### src/rtl/adder_share_ctrl.sv
// -----------------------------------------------------------------------------
// adder_share_ctrl
//
// Purpose:
//   Shares one 5-bit combinational adder between two requesters. A requester
//   raises req with its operands. The block grants one requester at a time and
//   latches that requester's operands into the operand registers feeding the
//   adder. It captures the 6-bit {cout, sum} result and pulses a one-cycle done
//   to that requester. Each operation takes IDLE -> ADD -> DONE, which is three
//   cycles.
//
// Ports:
//   clk      in   1  system clock, rising edge
//   rst      in   1  synchronous, active-high reset
//   req      in   2  request per requester (bit N = requester N)
//   a0, b0   in   5  requester 0 operands
//   a1, b1   in   5  requester 1 operands
//   gnt      out  2  one-hot grant, high during ADD and DONE
//   done     out  2  one-cycle pulse to the granted requester, res valid
//   res      out  6  {cout, sum} of the last completed operation
//   busy     out  1  high whenever the sequencer is not IDLE
//
// Configuration:
//   ADDER_SHARE_FIXED_PRIO_EN  defined   -> requester 0 always wins a tie
//                              undefined -> round-robin via priority pointer
// -----------------------------------------------------------------------------

module adder (
  input  logic [4:0] a,
  input  logic [4:0] b,
  output logic [4:0] sum,
  output logic       cout
);
  assign {cout, sum} = {1'b0, a} + {1'b0, b};
endmodule

module adder_share_ctrl (
  input  logic       clk,
  input  logic       rst,
  input  logic [1:0] req,
  input  logic [4:0] a0,
  input  logic [4:0] b0,
  input  logic [4:0] a1,
  input  logic [4:0] b1,
  output logic [1:0] gnt,
  output logic [1:0] done,
  output logic [5:0] res,
  output logic       busy
);

  typedef enum logic [1:0] {
    IDLE = 2'b00,
    ADD  = 2'b01,
    DONE = 2'b10
  } state_t;

  state_t     state_q, state_d;
  logic [1:0] gnt_q,   gnt_d;
  logic [1:0] done_q,  done_d;
  logic [5:0] res_q,   res_d;
  logic [4:0] opa_q,   opa_d;
  logic [4:0] opb_q,   opb_d;
`ifndef ADDER_SHARE_FIXED_PRIO_EN
  logic       ptr_q,   ptr_d;
`endif

  logic       win_s;
  logic [4:0] sum_s;
  logic       cout_s;

  // The shared adder only ever sees the latched operands, never the raw inputs.
  adder u_adder (
    .a    (opa_q),
    .b    (opb_q),
    .sum  (sum_s),
    .cout (cout_s)
  );

`ifdef ADDER_SHARE_FIXED_PRIO_EN
  // Winner selection: requester 0 has fixed priority over requester 1.
  always_comb begin
    win_s = 1'b0;
    if (req[0]) begin
      win_s = 1'b0;
    end else begin
      win_s = 1'b1;
    end
  end
`else
  // Winner selection: ptr breaks ties, and a lone requester always wins.
  always_comb begin
    win_s = 1'b0;
    if (req == 2'b11) begin
      win_s = ptr_q;
    end else if (req[1]) begin
      win_s = 1'b1;
    end else begin
      win_s = 1'b0;
    end
  end
`endif

  // Next-state and datapath-register logic for the IDLE/ADD/DONE sequencer.
  always_comb begin
    state_d = state_q;
    gnt_d   = gnt_q;
    done_d  = done_q;
    res_d   = res_q;
    opa_d   = opa_q;
    opb_d   = opb_q;
`ifndef ADDER_SHARE_FIXED_PRIO_EN
    ptr_d   = ptr_q;
`endif
    case (state_q)
      IDLE: begin
        // req is only looked at here, so requests raised mid-operation wait.
        if (req != 2'b00) begin
          state_d = ADD;
          if (win_s) begin
            gnt_d = 2'b10;
            opa_d = a1;
            opb_d = b1;
          end else begin
            gnt_d = 2'b01;
            opa_d = a0;
            opb_d = b0;
          end
`ifndef ADDER_SHARE_FIXED_PRIO_EN
          ptr_d = ~win_s;
`endif
        end else begin
          state_d = IDLE;
        end
      end
      ADD: begin
        // Completion does not depend on req: a dropped request still finishes.
        state_d = DONE;
        res_d   = {cout_s, sum_s};
        done_d  = gnt_q;
      end
      DONE: begin
        state_d = IDLE;
        gnt_d   = 2'b00;
        done_d  = 2'b00;
      end
      default: begin
        state_d = IDLE;
        gnt_d   = 2'b00;
        done_d  = 2'b00;
      end
    endcase
  end

  // State and datapath registers with synchronous reset; reset aborts any operation.
  always_ff @(posedge clk) begin
    if (rst) begin
      state_q <= IDLE;
      gnt_q   <= 2'b00;
      done_q  <= 2'b00;
      res_q   <= 6'd0;
      opa_q   <= 5'd0;
      opb_q   <= 5'd0;
`ifndef ADDER_SHARE_FIXED_PRIO_EN
      ptr_q   <= 1'b0;
`endif
    end else begin
      state_q <= state_d;
      gnt_q   <= gnt_d;
      done_q  <= done_d;
      res_q   <= res_d;
      opa_q   <= opa_d;
      opb_q   <= opb_d;
`ifndef ADDER_SHARE_FIXED_PRIO_EN
      ptr_q   <= ptr_d;
`endif
    end
  end

  assign gnt  = gnt_q;
  assign done = done_q;
  assign res  = res_q;
  assign busy = (state_q != IDLE);

endmodule

### config.mk
export PLATFORM = sky130hd
export DESIGN_NAME = adder_share_ctrl
export DESIGN_NICKNAME = d
export VERILOG_FILES = /design/src/rtl/adder_share_ctrl.sv
export SDC_FILE = /design/constraint.sdc
export NUM_CORES = 1
export LEC_CHECK = 0
export CORE_ASPECT_RATIO = 1.75
export CORE_MARGIN = 3
export CORE_UTILIZATION = 46
export CTS_BUF_LIST = sky130_fd_sc_hd__clkbuf_8
export CTS_CLUSTER_SIZE = 8
export DETAILED_ROUTE_END_ITERATION = 6
export MAX_ROUTING_LAYER = met4
export PLACE_DENSITY = 0.79
export SLEW_MARGIN = 20
export SYNTH_ARGS = -nofsm -noshare
export SYNTH_HDL_FRONTEND = slang
export SYNTH_SLANG_ARGS = --single-unit
### constraint.sdc
create_clock -name clk -period 1.79 [get_ports clk]
set_input_delay 0.358 -clock clk [delete_from_list [all_inputs] [get_ports clk]]
set_output_delay 0.358 -clock clk [all_outputs]
set_load 0.02 [all_outputs]
* Word level (Yosys, flattened, before mapping) *
Index checks and enable logic that the tools add are counted.
W data, S select, Z words.

storage, ports and cells
  register bits = 23
  output and inout bits = 11

cells by class
  bitwise logic cells = 2
  multiplexer cells = 10
  $add $sub $neg = 1
  equal/unequal tests = 3
  reduce and logical (&&, ||, !) cells = 5

operators by type and width
  cell                  number
  $pmux W2 S2           3
  $mux W5               2
  $add A5 B5 Y6         1
  $mux W2               2
  $reduce_and A2 Y1     2
  $reduce_bool A2 Y1    2
  $mux W1               3
  $eq A2 B1 Y1 const B  1
  $eq A2 B2 Y1 const B  1
  $logic_not A2 Y1      1
  $ne A2 B2 Y1 const B  1
  $not A1 Y1            2

* Depth between registers and ports, before layout *
  depth after elaboration = 5
  depth in mapped cells = 5

* By module *
From an unflattened synthesis, not the netlist that was laid out.

unflattened totals
  cells, all modules = 124
  area, all modules = 1164.9 um^2

modules (own cells, without submodules)
  module            cells each  sequential area each (um^2)  instances  area each (um^2)
  adder_share_ctrl  107         460.4                        1          1006.0
  adder             17          0.0                          1          158.9

* Least setup slack after synthesis *
No wires, ideal clock.

  path type = register -> register
  from = register opa_q[2]
  to = register res_q[3] (netlist: res[3])
  setup slack = 0.373 ns
  data arrival time = 1.355 ns
  path buffers = 0
  data required time = 1.728 ns
  clock period less this slack = 1.417 ns
  setup time = 0.062 ns
  cell stages (with the launch flop) = 5
  cells stage by stage = dfxtp_1 ha_1 and3_1 or4_1 nand3_1

between the ends
  word-level cells in the longest chain between the ends = 1

ends and longest elaborated chain
  item                    line  RTL
  from (decl)             61    logic [4:0] opa_q, opa_d;
  from (signal assigned)  171   opa_q <= opa_d;
  $add A5 B5 Y6           34    assign {cout, sum} = {1'b0, a} + {1'b0, b};
  to (signal assigned)    170   res_q <= res_d;
  to (decl)               60    logic [5:0] res_q, res_d;

No other way between the ends.
A chain may end at the register's enable or synchronous reset.

* Worst setup path after layout *
  from = register gnt_q[1] (netlist: gnt[1])
  to = output gnt[1]

RTL lines
  item                    line  RTL
  from (decl)             58    logic [1:0] gnt_q, gnt_d;
  from (signal assigned)  168   gnt_q <= gnt_d;
  to (decl)               45    output logic [1:0] gnt,

No word-level cell between the ends.

==> summary.txt <==
Global route
  • Number of antenna violations at the first check in global routing: 0
  • Overall track demand over capacity in global routing: 20.54%
  • First-pass GRT wire length: 4871 um
  • Remaining global-route overflow: 0
  • Via count of the first global-routing pass: 1159
  • Pin count of the biggest net entering global routing: 27

Synth
  • Syn_area_per_cell: 8.711 sq um
  • Number of warning messages in the yosys log: 0
  • Distinct cells, synth: 32
  • Proportion of register bits with asynchronous set or reset after synthesis: 0%
  • Post-synthesis sequential area ratio: 40.35%
  • Number of cells produced by synthesis: 131
  • Flops & latches, synth: 23
  • Cell area after technology mapping: 1141 sq um
  • Number of synthesized flops with an enable pin: 0
  • Dominant register cell in the synthesized netlist: sky130_fd_sc_hd__dfxtp_1
  • Net Count, Synth: 161

Critical path
  • Terminus of the critical flop-to-flop path: res[3]
  • Worst setup path endpoint: gnt[1]
  • Worst Path Required: 1.43 ns
  • Launching element of the worst setup path: gnt[1]
  • Startpoint of the worst-slack reg-to-reg timing path: opa_q[2]
  • Critical path endpoint category: output pin
  • Instance count on the critical path: 1
  • Startpoint Class: flip-flop
  • Register-to-register path setup slack: 0.28 ns
  • CP top delay family: buffers and inverters
  • Critical-path top delay cell: sky130_fd_sc_hd__clkdlybuf4s50_1
  • Data arrival at the endpoint of the critical path: 1.27 ns
  • Series of cell instances along the critical path: clkdlybuf4s50_1
  • Maximum fanout encountered on the critical timing path: 3
  • Critical path's largest stage delay: 0.62 ns
  • R2r worst-path depth: 4
  • Count of buffering cells on the critical path with inverters included: 1
  • Crit path kind: flip-flop to output pin

STA
  • Shortest clock period the worst path allows after layout: 1.625 ns
  • Unrepaired setup endpoints after global routing: false
  • Total of endpoints with negative setup slack in the final report: 0
  • Sum of negative setup slack: 0 ns
  • Share of the cycle needed by the critical path after routing: 90.80%
  • Final hold viol count: 0
  • Relative max-transition margin: 65.28%
  • Transition time of the tightest slew-check pin: 0.5198 ns
  • Maximum clock skew at final layout: 0.007235 ns
  • Achievable frequency: 0.6153 GHz
  • Final max-slew violation count: 0

Drt
  • Detailed-route DRC error count: 0
  • Remaining antenna violation count after routing: 0
  • DRT Pass-1 Iters: 4
  • Detailed Route Iter0 Violations: 51
  • Vias per std cell: 5.995
  • Total via count after detailed routing: 1139
  • Detailed-route wire length per cell: 14.93 um
  • Final routed wirelength across all metal layers: 2837 um

Clocking
  • Clock-pin slew on the worst setup and hold paths: 0.08 ns
  • Number of buffers created by CTS: 3
  • Skew-Pair Late Insertion Delay: 0.27 ns
  • Clock H-tree levels: 1
  • Number of clock sinks seen by CTS: 23
  • Buffers from clock root to sink, at most: 2
  • CTS tree: done
  • CTS Hold Buffers Added: 0
  • Buffer type at the clock tree root: sky130_fd_sc_hd__clkbuf_8

Floorplan
  • Initial Util: 48.95%
  • Die outline area: 3138 sq um
  • I/O pin count: 35
  • Standard cell core area: 2331 sq um
  • Die Y-Extent: 71.89 um
  • X dimension of the die: 43.65 um
  • Number of placement rows: 23

Run status
  • Run status: complete, no violations

Final layout
  • Final core occ: 66.45%
  • Area growth syn-to-layout: 35.75%
  • Final layout net count: 196
  • Fillers: 207
  • Fraction of layout cells with a size suffix above 1: 8.485%
  • Antenna diode instance count: 0

Worst hold path
  • Min-Delay Path Class: flip-flop to flip-flop
  • Startpoint of the tightest hold check path: res[1]
  • Hold Path Cell Cnt: 2

Power
  • Maximum resistive drop on vdd: 0.0006176 V
  • Cell leakage power: 0.5919 nW
  • Power Density: 778.2 nW/um^2

Flow run
  • Max-cap violations: 0

Placed design
  • Routability cong.: 0.8611
  • Buffers added on ports: 34
  • Half-perimeter wire length after placement: 2211 um
cell usage after synthesis, drive strengths merged, types with 4 or more instances:
master / n / area [sq um]
nand2b: 5 / 38.78
nor3: 5 / 25.02
o21ai: 10 / 50.05
buf: 5 / 37.53
dfxtp: 23 / 460.4
a21oi: 4 / 20.02
nand2: 5 / 18.77
nor2: 6 / 22.52
clkbuf: 6 / 22.52
ha: 5 / 62.56
nand3: 23 / 115.1
a31oi: 10 / 62.56
registers in the layout, summed over array words and instances (netlist names):
name     cells
res          6
opa_q        5
opb_q        5
done         2
gnt          2
state_q      2
ptr_q        1
cells in the final DEF (no fill, tap or decap), drive strengths merged, types with 2 or more instances in the layout:
master	synthesis	routed
a21oi	4	4
a31oi	10	10
a32oi	2	2
buf	5	7
clkbuf	6	3
clkdlybuf4s50	0	33
dfxtp	23	23
ha	5	5
inv	1	2
mux2i	2	2
nand2	5	5
nand2b	5	5
nand3	23	23
nand3b	2	2
nor2	6	6
nor2b	2	2
nor3	5	5
nor3b	2	2
o211ai	2	2
o21ai	10	10
cell type report:
cell class | instances | area, sq um | area share, %
multi-input cells | 96 | 616.8 | 39.82
flip-flops and latches | 23 | 460.4 | 29.73
repair buffers | 41 | 391.6 | 25.28
clock buffers | 3 | 41.29 | 2.666
well taps | 25 | 31.28 | 2.019
clock inverters | 1 | 3.754 | 0.2423
inverters | 1 | 3.754 | 0.2423
metrics by stage:
| stage | cell area (sq um) | instances | hold WS [ns] | total power [mW] | worst slack [ns] |
|---|---|---|---|---|---|
| 2_1_floorplan | 1141 | 131 | 0.4669 | 0.7703 | 0.3735 |
| 3_5_place_dp | 1505 | 186 | 0.4465 | 0.9024 | 0.1392 |
| 3_3_place_gp | 1505 | 186 | 0.4430 | 0.8936 | 0.1782 |
| 4_1_cts | 1549 | 190 | 0.4580 | 1.208 | 0.1691 |
| 5_1_grt | 1549 | 190 | 0.4755 | 1.268 | 0.1243 |
| 6_report | 1549 | 190 | 0.4551 | 1.205 | 0.1647 |
where the power goes:
| group | switching (mW) | leakage (nW) | internal, mW |
|---|---|---|---|
| clock | 0.162 | 0.0269 | 0.153 |
| sequential | 0.0246 | 0.189 | 0.553 |
| combinational | 0.157 | 0.376 | 0.155 |
routing by layer:
layer | vias up | GRT usage, % | share of wire, % | wire length (um)
met3 | 9 | 2.764 | 5.0 | 142
met1 | 541 | 21.10 | 36 | 1029
li1 | 550 | - | - | -
met5 | - | - | 0 | 0
met4 | 0 | 10.74 | 2.8 | 79
met2 | 39 | 36.20 | 56 | 1585
worst min path at each step:
stage                to  slack, ns
4_1_cts          res[1]       0.46
5_1_grt          res[1]       0.48
3_3_place_gp     res[0]       0.44
6_report         res[1]       0.46
3_5_place_dp     res[1]       0.45
2_1_floorplan  opb_q[0]       0.47
what timing repair did:
| item | CTS | global route |
|---|---|---|
| setup buffers | 0 | 0 |
| resized for setup | 1 | 0 |
| setup endpoints to repair | 1 | 0 |
kinds of logic (layout without fill, tap and decap cells):
kind of cell | count (synthesis) | count (layout) | synth area share [%]
flip-flops | 23 | 23 | 40.35
AND/OR/NAND/NOR | 54 | 54 | 26.21
multiplexers | 2 | 2 | 1.754
buffers and inverters | 12 | 46 | 5.591
XOR/XNOR | 1 | 1 | 0.7677
adder cells (fa/ha/maj) | 6 | 6 | 7.237
AO/OA/AOI/OAI | 33 | 33 | 18.09
(Power assumes the default switching activity.)
